`config.mk`:
```
export PLATFORM = sky130hd
export DESIGN_NAME = multicycle_main_fsm
export DESIGN_NICKNAME = d
export VERILOG_FILES = /design/src/rtl/riscv_ctrl_defs.sv /design/src/rtl/op_classifier.sv /design/src/rtl/multicycle_main_fsm.sv
export SDC_FILE = /design/constraint.sdc
export NUM_CORES = 1
export LEC_CHECK = 0
export ABC_CLOCK_PERIOD_IN_PS = 8000
export CAP_MARGIN = 10
export CORE_UTILIZATION = 40
export CTS_BUF_LIST = sky130_fd_sc_hd__clkbuf_8
export CTS_CLUSTER_DIAMETER = 30
export DETAILED_ROUTE_END_ITERATION = 12
export PLACE_DENSITY_LB_ADDON = 0.1
export SLEW_MARGIN = 40
export SYNTH_ARGS = -nofsm -noshare
export SYNTH_HDL_FRONTEND = slang
export SYNTH_HIERARCHICAL = 1
export SYNTH_SLANG_ARGS = --single-unit
```
`constraint.sdc`:
```
create_clock -name clk -period 8 [get_ports clk]
set_clock_uncertainty 0.15 [all_clocks]
set_input_delay 2 -clock clk [delete_from_list [all_inputs] [get_ports clk]]
set_output_delay 2 -clock clk [all_outputs]
set_load 0.1 [all_outputs]
```
`src/rtl/riscv_ctrl_defs.sv`:
```
// Shared control definitions for the multicycle RV32I core: opcodes, FSM state
// encoding, instruction classes and datapath select codes.
package riscv_ctrl_defs;

    localparam logic [6:0] OP_LW  = 7'b0000011;
    localparam logic [6:0] OP_SW  = 7'b0100011;
    localparam logic [6:0] OP_R   = 7'b0110011;
    localparam logic [6:0] OP_I   = 7'b0010011;
    localparam logic [6:0] OP_BEQ = 7'b1100011;
    localparam logic [6:0] OP_JAL = 7'b1101111;

    // Bit positions of the one-hot instruction class vector
    localparam int CLS_LW      = 0;
    localparam int CLS_SW      = 1;
    localparam int CLS_R       = 2;
    localparam int CLS_I       = 3;
    localparam int CLS_BEQ     = 4;
    localparam int CLS_JAL     = 5;
    localparam int NUM_CLASSES = 6;

    localparam logic [6:0] CLASS_OP [NUM_CLASSES] = '{OP_LW, OP_SW, OP_R, OP_I, OP_BEQ, OP_JAL};

    typedef enum logic [3:0] {
        ST_FETCH    = 4'd0,
        ST_DECODE   = 4'd1,
        ST_MEMADR   = 4'd2,
        ST_MEMREAD  = 4'd3,
        ST_MEMWB    = 4'd4,
        ST_MEMWRITE = 4'd5,
        ST_EXECR    = 4'd6,
        ST_EXECI    = 4'd7,
        ST_ALUWB    = 4'd8,
        ST_BEQ      = 4'd9,
        ST_JAL      = 4'd10,
        ST_HALT     = 4'd11
    } state_t;

    localparam logic [1:0] RES_ALUOUT    = 2'b00;
    localparam logic [1:0] RES_DATA      = 2'b01;
    localparam logic [1:0] RES_ALURESULT = 2'b10;

    localparam logic [1:0] SRCA_PC    = 2'b00;
    localparam logic [1:0] SRCA_OLDPC = 2'b01;
    localparam logic [1:0] SRCA_RS1   = 2'b10;

    localparam logic [1:0] SRCB_RS2  = 2'b00;
    localparam logic [1:0] SRCB_IMM  = 2'b01;
    localparam logic [1:0] SRCB_FOUR = 2'b10;

    localparam logic [1:0] ALUOP_ADD   = 2'b00;
    localparam logic [1:0] ALUOP_SUB   = 2'b01;
    localparam logic [1:0] ALUOP_FUNCT = 2'b10;

    localparam logic [1:0] IMM_I = 2'b00;
    localparam logic [1:0] IMM_S = 2'b01;
    localparam logic [1:0] IMM_B = 2'b10;
    localparam logic [1:0] IMM_J = 2'b11;

endpackage

```
`src/rtl/op_classifier.sv`:
```
// Combinational opcode decoder: one-hot instruction class, immediate format
// select and legality flag.
module op_classifier
    import riscv_ctrl_defs::*;
#(
    parameter int ENABLE_JAL = 1
) (
    input  logic [6:0]             op,
    output logic [NUM_CLASSES-1:0] op_class,
    output logic [1:0]             immsrc,
    output logic                   legal
);

    genvar gi;
    generate
        for (gi = 0; gi < NUM_CLASSES; gi++) begin : g_class
            if (gi == CLS_JAL && ENABLE_JAL == 0) begin : g_jal_off
                assign op_class[gi] = 1'b0;
            end else begin : g_match
                assign op_class[gi] = (op == CLASS_OP[gi]);
            end
        end
    endgenerate

    assign legal = |op_class;

    always_comb begin
        immsrc = IMM_I;
        if (op_class[CLS_SW])  immsrc = IMM_S;
        if (op_class[CLS_BEQ]) immsrc = IMM_B;
        if (op_class[CLS_JAL]) immsrc = IMM_J;
    end

endmodule

```
`src/rtl/multicycle_main_fsm.sv`:
```
// Main control FSM of the multicycle RV32I core with memory wait states and a
// sticky illegal-opcode flag.
module multicycle_main_fsm
    import riscv_ctrl_defs::*;
#(
    parameter int MEM_HANDSHAKE = 1,
    parameter int ENABLE_JAL    = 1,
    parameter int TRAP_ILLEGAL  = 1
) (
    input  logic       clk,
    input  logic       reset,
    input  logic [6:0] op,
    input  logic       mem_ready,
    output logic       mem_req,
    output logic       pcupdate,
    output logic       branch,
    output logic       regwrite,
    output logic       memwrite,
    output logic       irwrite,
    output logic       adrsrc,
    output logic [1:0] resultsrc,
    output logic [1:0] alusrca,
    output logic [1:0] alusrcb,
    output logic [1:0] aluop,
    output logic [1:0] immsrc,
    output logic       illegal,
    output logic [3:0] state_dbg
);

    state_t                 state_reg, state_next;
    logic                   illegal_reg, illegal_next;
    logic [NUM_CLASSES-1:0] op_class;
    logic                   op_legal;
    logic                   ready;

    assign ready = (MEM_HANDSHAKE != 0) ? mem_ready : 1'b1;

    op_classifier #(
        .ENABLE_JAL(ENABLE_JAL)
    ) u_op_classifier (
        .op      (op),
        .op_class(op_class),
        .immsrc  (immsrc),
        .legal   (op_legal)
    );

    always_ff @(posedge clk) begin
        if (reset) begin
            state_reg   <= ST_FETCH;
            illegal_reg <= 1'b0;
        end else begin
            state_reg   <= state_next;
            illegal_reg <= illegal_next;
        end
    end

    always_comb begin
        state_next   = state_reg;
        illegal_next = illegal_reg;
        mem_req      = 1'b0;
        pcupdate     = 1'b0;
        branch       = 1'b0;
        regwrite     = 1'b0;
        memwrite     = 1'b0;
        irwrite      = 1'b0;
        adrsrc       = 1'b0;
        resultsrc    = RES_ALUOUT;
        alusrca      = SRCA_PC;
        alusrcb      = SRCB_RS2;
        aluop        = ALUOP_ADD;

        case (state_reg)
            ST_FETCH: begin
                mem_req   = 1'b1;
                alusrcb   = SRCB_FOUR;
                resultsrc = RES_ALURESULT;
                irwrite   = ready;
                pcupdate  = ready;
                if (ready) state_next = ST_DECODE;
            end
            ST_DECODE: begin
                // ALU precomputes the branch target from OldPC + imm
                alusrca = SRCA_OLDPC;
                alusrcb = SRCB_IMM;
                if (op_class[CLS_LW] || op_class[CLS_SW]) state_next = ST_MEMADR;
                else if (op_class[CLS_R])                 state_next = ST_EXECR;
                else if (op_class[CLS_I])                 state_next = ST_EXECI;
                else if (op_class[CLS_BEQ])               state_next = ST_BEQ;
                else if (op_class[CLS_JAL])               state_next = ST_JAL;
                if (!op_legal) begin
                    illegal_next = 1'b1;
                    state_next   = (TRAP_ILLEGAL != 0) ? ST_HALT : ST_FETCH;
                end
            end
            ST_MEMADR: begin
                alusrca    = SRCA_RS1;
                alusrcb    = SRCB_IMM;
                // Anything that is not a store is treated as a load here
                state_next = op_class[CLS_SW] ? ST_MEMWRITE : ST_MEMREAD;
            end
            ST_MEMREAD: begin
                mem_req = 1'b1;
                adrsrc  = 1'b1;
                if (ready) state_next = ST_MEMWB;
            end
            ST_MEMWB: begin
                resultsrc  = RES_DATA;
                regwrite   = 1'b1;
                state_next = ST_FETCH;
            end
            ST_MEMWRITE: begin
                mem_req  = 1'b1;
                adrsrc   = 1'b1;
                memwrite = ready;
                if (ready) state_next = ST_FETCH;
            end
            ST_EXECR: begin
                alusrca    = SRCA_RS1;
                alusrcb    = SRCB_RS2;
                aluop      = ALUOP_FUNCT;
                state_next = ST_ALUWB;
            end
            ST_EXECI: begin
                alusrca    = SRCA_RS1;
                alusrcb    = SRCB_IMM;
                aluop      = ALUOP_FUNCT;
                state_next = ST_ALUWB;
            end
            ST_ALUWB: begin
                regwrite   = 1'b1;
                state_next = ST_FETCH;
            end
            ST_BEQ: begin
                alusrca    = SRCA_RS1;
                alusrcb    = SRCB_RS2;
                aluop      = ALUOP_SUB;
                branch     = 1'b1;
                state_next = ST_FETCH;
            end
            ST_JAL: begin
                alusrca    = SRCA_OLDPC;
                alusrcb    = SRCB_FOUR;
                pcupdate   = 1'b1;
                state_next = ST_ALUWB;
            end
            ST_HALT: state_next = ST_HALT;
            default: state_next = ST_FETCH;
        endcase

        // Strobes must never fire while reset is held, whatever the state
        if (reset) begin
            mem_req  = 1'b0;
            pcupdate = 1'b0;
            branch   = 1'b0;
            regwrite = 1'b0;
            memwrite = 1'b0;
            irwrite  = 1'b0;
        end
    end

    assign illegal   = illegal_reg;
    assign state_dbg = state_reg;

endmodule
```
==> summary.txt <==
Run status
  • Outcome: complete, no violations

Floorplan
  • Top Ports: 32
  • Die Span Y: 43.0 um
  • Die width: 43.0 um
  • Row cnt: 14
  • Die Area: 1850 um2
  • Core area: 1540 um2
  • Initial Utilization: 0.436

Global route
  • First-pass GRT wire length: 2.75 mm
  • Antenna violations before repair: 0
  • Gr busiest metal: met1
  • Met1 Track Usage GR: 0.291
  • Met3 usage: 0.0383
  • Total GRT Usage: 0.196
  • Number of global-route vias before repair: 616
  • Met2 usage: 0.267
  • Largest net degree at the start of global routing: 25
  • Global route overflow: 0

Setup path
  • Worst endpoint data arrival time: 3610 ps
  • CP Buf/Inv Count: 2
  • Setup Crit Path Kind: input pin to primary output
  • Slowest-stage cell, CP: clkdlybuf4s50_1
  • R2R Setup Slk: 5990 ps
  • Largest stage delay on the critical path: 560 ps
  • Critical Path RT: 5850 ps
  • Setup crit start kind: input pin
  • CP endpoint kind: primary output
  • CP Cell Sequence: clkdlybuf4s50_1 -> nand3b_1 -> or2_2 -> o22ai_1 -> buf_2
  • Top Family by Delay on Critical Path: buffers and inverters
  • Crit Path Max Fanout: 5

Finish
  • Share of cells above drive strength 1: 0.246
  • Register area: 100 um2
  • Final net count: 141
  • Fill count: 159
  • Number of diodes: 0
  • Final Instance Count excl. Fillers: 146
  • Max reg flops: 4
  • Area growth, synth to finish: 35.9%
  • Footprint of the multi-input gates: 536 um2
  • Post-route cell area: 913 um2

Synth
  • Synth Area in Compound Gates: 0.233
  • Post-synth top area share: 0.149
  • Largest cells by area after synthesis: dfxtp_1 (15%), nor2_1 (10%), nor3_1 (5.2%), o21ai_0 (5.2%), xnor2_1 (3.9%)
  • FF+latch count, synth: 5
  • Cell taking the most area after synthesis: dfxtp_1
  • Adder and majority cell fraction of the synthesized area: 0
  • Avg Cell Area, Syn: 6.52 um2
  • Synth cell types: 39
  • Synth Instances: 103
  • Sequential fraction of the synthesis area: 0.149
  • Number of enable flip-flop cells after synthesis: 0
  • Post-Synthesis Net Count: 113
  • Fraction of synthesized cell area in xor and xnor cells: 0.0521
  • Most common flop cell mapped by yosys: dfxtp_1
  • Largest family of logic cells by synthesized area: simple AND/OR/NAND/NOR gates
  • Warnings, synthesis: 6
  • Post-synthesis mux area share: 0.0298
  • Simple-gate share of the synthesized area: 0.473
  • FFs w/ async S/R, synth: 0
  • Synthesized area: 672 um2

Timing
  • Fin crit period: 5760 ps
  • Final worst path period share: 0.720
  • Final TNS setup: 0 ps
  • Worst slew pin tran: 820 ps
  • Final-report max-slew violation count: 0
  • Final Hold Viols: 0
  • Max Fclk: 0.174 GHz
  • Finish-stage setup viols: 0
  • Worst setup margin: 2240 ps
  • RSZ-0062 raised after global routing: no
  • Rel. slew slack: 0.452

Clock network
  • Clock buffer depth: 2
  • Clock Pin Slew Worst Setup and Hold Paths: 30 ps
  • Root Driver: clkbuf_8
  • Post-CTS setup buffers: 0
  • CTS tree: yes
  • H-tree depth: 1
  • CTS resizes: 0
  • Number of buffers created by CTS: 3
  • Clock Sinks: 5
  • # hold bufs at CTS: 0
  • Worst-Skew Late Latency: 220 ps

Detailed routing
  • Avg WL per Cell: 11.7 um
  • Residual DRC count: 0
  • Post-DRT Antenna Nets: 0
  • Final wirelength: 1.71 mm
  • Routed vias/inst: 5.40
  • DR vias: 788
  • First-pass DRT Iterations: 4
  • Iter 0 DRT Violations: 20

Place
  • Placed cell areas: 867 um2
  • Final Wtd Congestion: 0.829
  • IO Port Bufs: 31
  • Placed Instances: 142
  • Post-DP HPWL: 1.23 mm
  • Dpl ws: 2250 ps

Hold path
  • Hold crit path type: register to register

Flow run
  • Maxcap violations: 0
-- cells by family (layout without fill, tap and decap cells) --
kind of cell | after synthesis | count (layout)
AND/OR/NAND/NOR | 58 | 58
AO/OA/AOI/OAI | 23 | 23
buffers and inverters | 11 | 38
flip-flops | 5 | 5
XOR/XNOR | 4 | 4
multiplexers | 2 | 2
-- cells in the final DEF (no fill, tap or decap), types with 2 or more instances in the layout --
| cell | netlist | routed |
|---|---|---|
| buf_2 | 1 | 22 |
| nor2_1 | 18 | 18 |
| clkdlybuf4s50_1 | 0 | 9 |
| o21ai_0 | 7 | 7 |
| nor3_1 | 7 | 7 |
| nand2_1 | 6 | 6 |
| dfxtp_1 | 5 | 5 |
| nand2b_1 | 4 | 4 |
| a21oi_1 | 4 | 4 |
| inv_1 | 3 | 3 |
| nor2b_1 | 3 | 3 |
| xnor2_1 | 3 | 3 |
| nor4_1 | 4 | 3 |
| nand3_1 | 3 | 3 |
| clkbuf_8 | 0 | 3 |
| or3_1 | 2 | 2 |
| mux2i_1 | 2 | 2 |
| or4_1 | 2 | 2 |
| a21boi_0 | 2 | 2 |
-- stage by stage --
| step | utilization | hold slack [ps] |
|---|---|---|
| after floorplan | - | 807 |
| after global placement | 0.634 | 305 |
| after detailed placement | 0.563 | 311 |
| after CTS | 0.593 | 312 |
| after global routing | 0.593 | 335 |
| final | 0.593 | 305 |
-- layout make-up --
class / instances / share of cell area
inverters: 3 / 0.0123
flip-flops and latches: 5 / 0.110
multi-input cells: 87 / 0.586
repair buffers: 31 / 0.219
well taps: 16 / 0.0219
clock buffers: 3 / 0.0452
clock inverters: 1 / 0.00548
-- worst paths after layout --
kind	startpoint	to	cells after the start
min reg2reg	illegal$_SDFFE_PP0P_	illegal$_SDFFE_PP0P_	2
min	illegal$_SDFFE_PP0P_	illegal$_SDFFE_PP0P_	2
max	op[5]	immsrc[0]	5
max reg2reg	state_dbg[1]$_SDFFE_PP0P_	state_dbg[1]$_SDFFE_PP0P_	4
-- worst register-to-register path: cells and delay by family, from the launching register on --
family | cells | cell delay [ps]
and+or+nand+nor | 1 | 370
DFF | 1 | 840
AOI/OAI and AO/OA | 3 | 520
-- routing by layer --
layer | vias to the layer above | wire, um
li1 | 428 | -
met1 | 339 | 949
met2 | 19 | 674
met3 | 2 | 66
met4 | 0 | 22
met5 | - | 0
-- cells in the mapped netlist, drive strengths merged (2+ instances only) --
| cell type | count |
|---|---|
| a21boi | 2 |
| a21oi | 4 |
| a311oi | 2 |
| buf | 3 |
| clkbuf | 5 |
| dfxtp | 5 |
| inv | 3 |
| mux2i | 2 |
| nand2 | 6 |
| nand2b | 4 |
| nand3 | 3 |
| nor2 | 18 |
| nor2b | 3 |
| nor3 | 7 |
| nor3b | 2 |
| nor4 | 4 |
| o21ai | 7 |
| or3 | 2 |
| or4 | 3 |
| xnor2 | 3 |
Power is not shown: default switching activity piles up to over one toggle a cycle in this logic, so the estimate is an artifact.
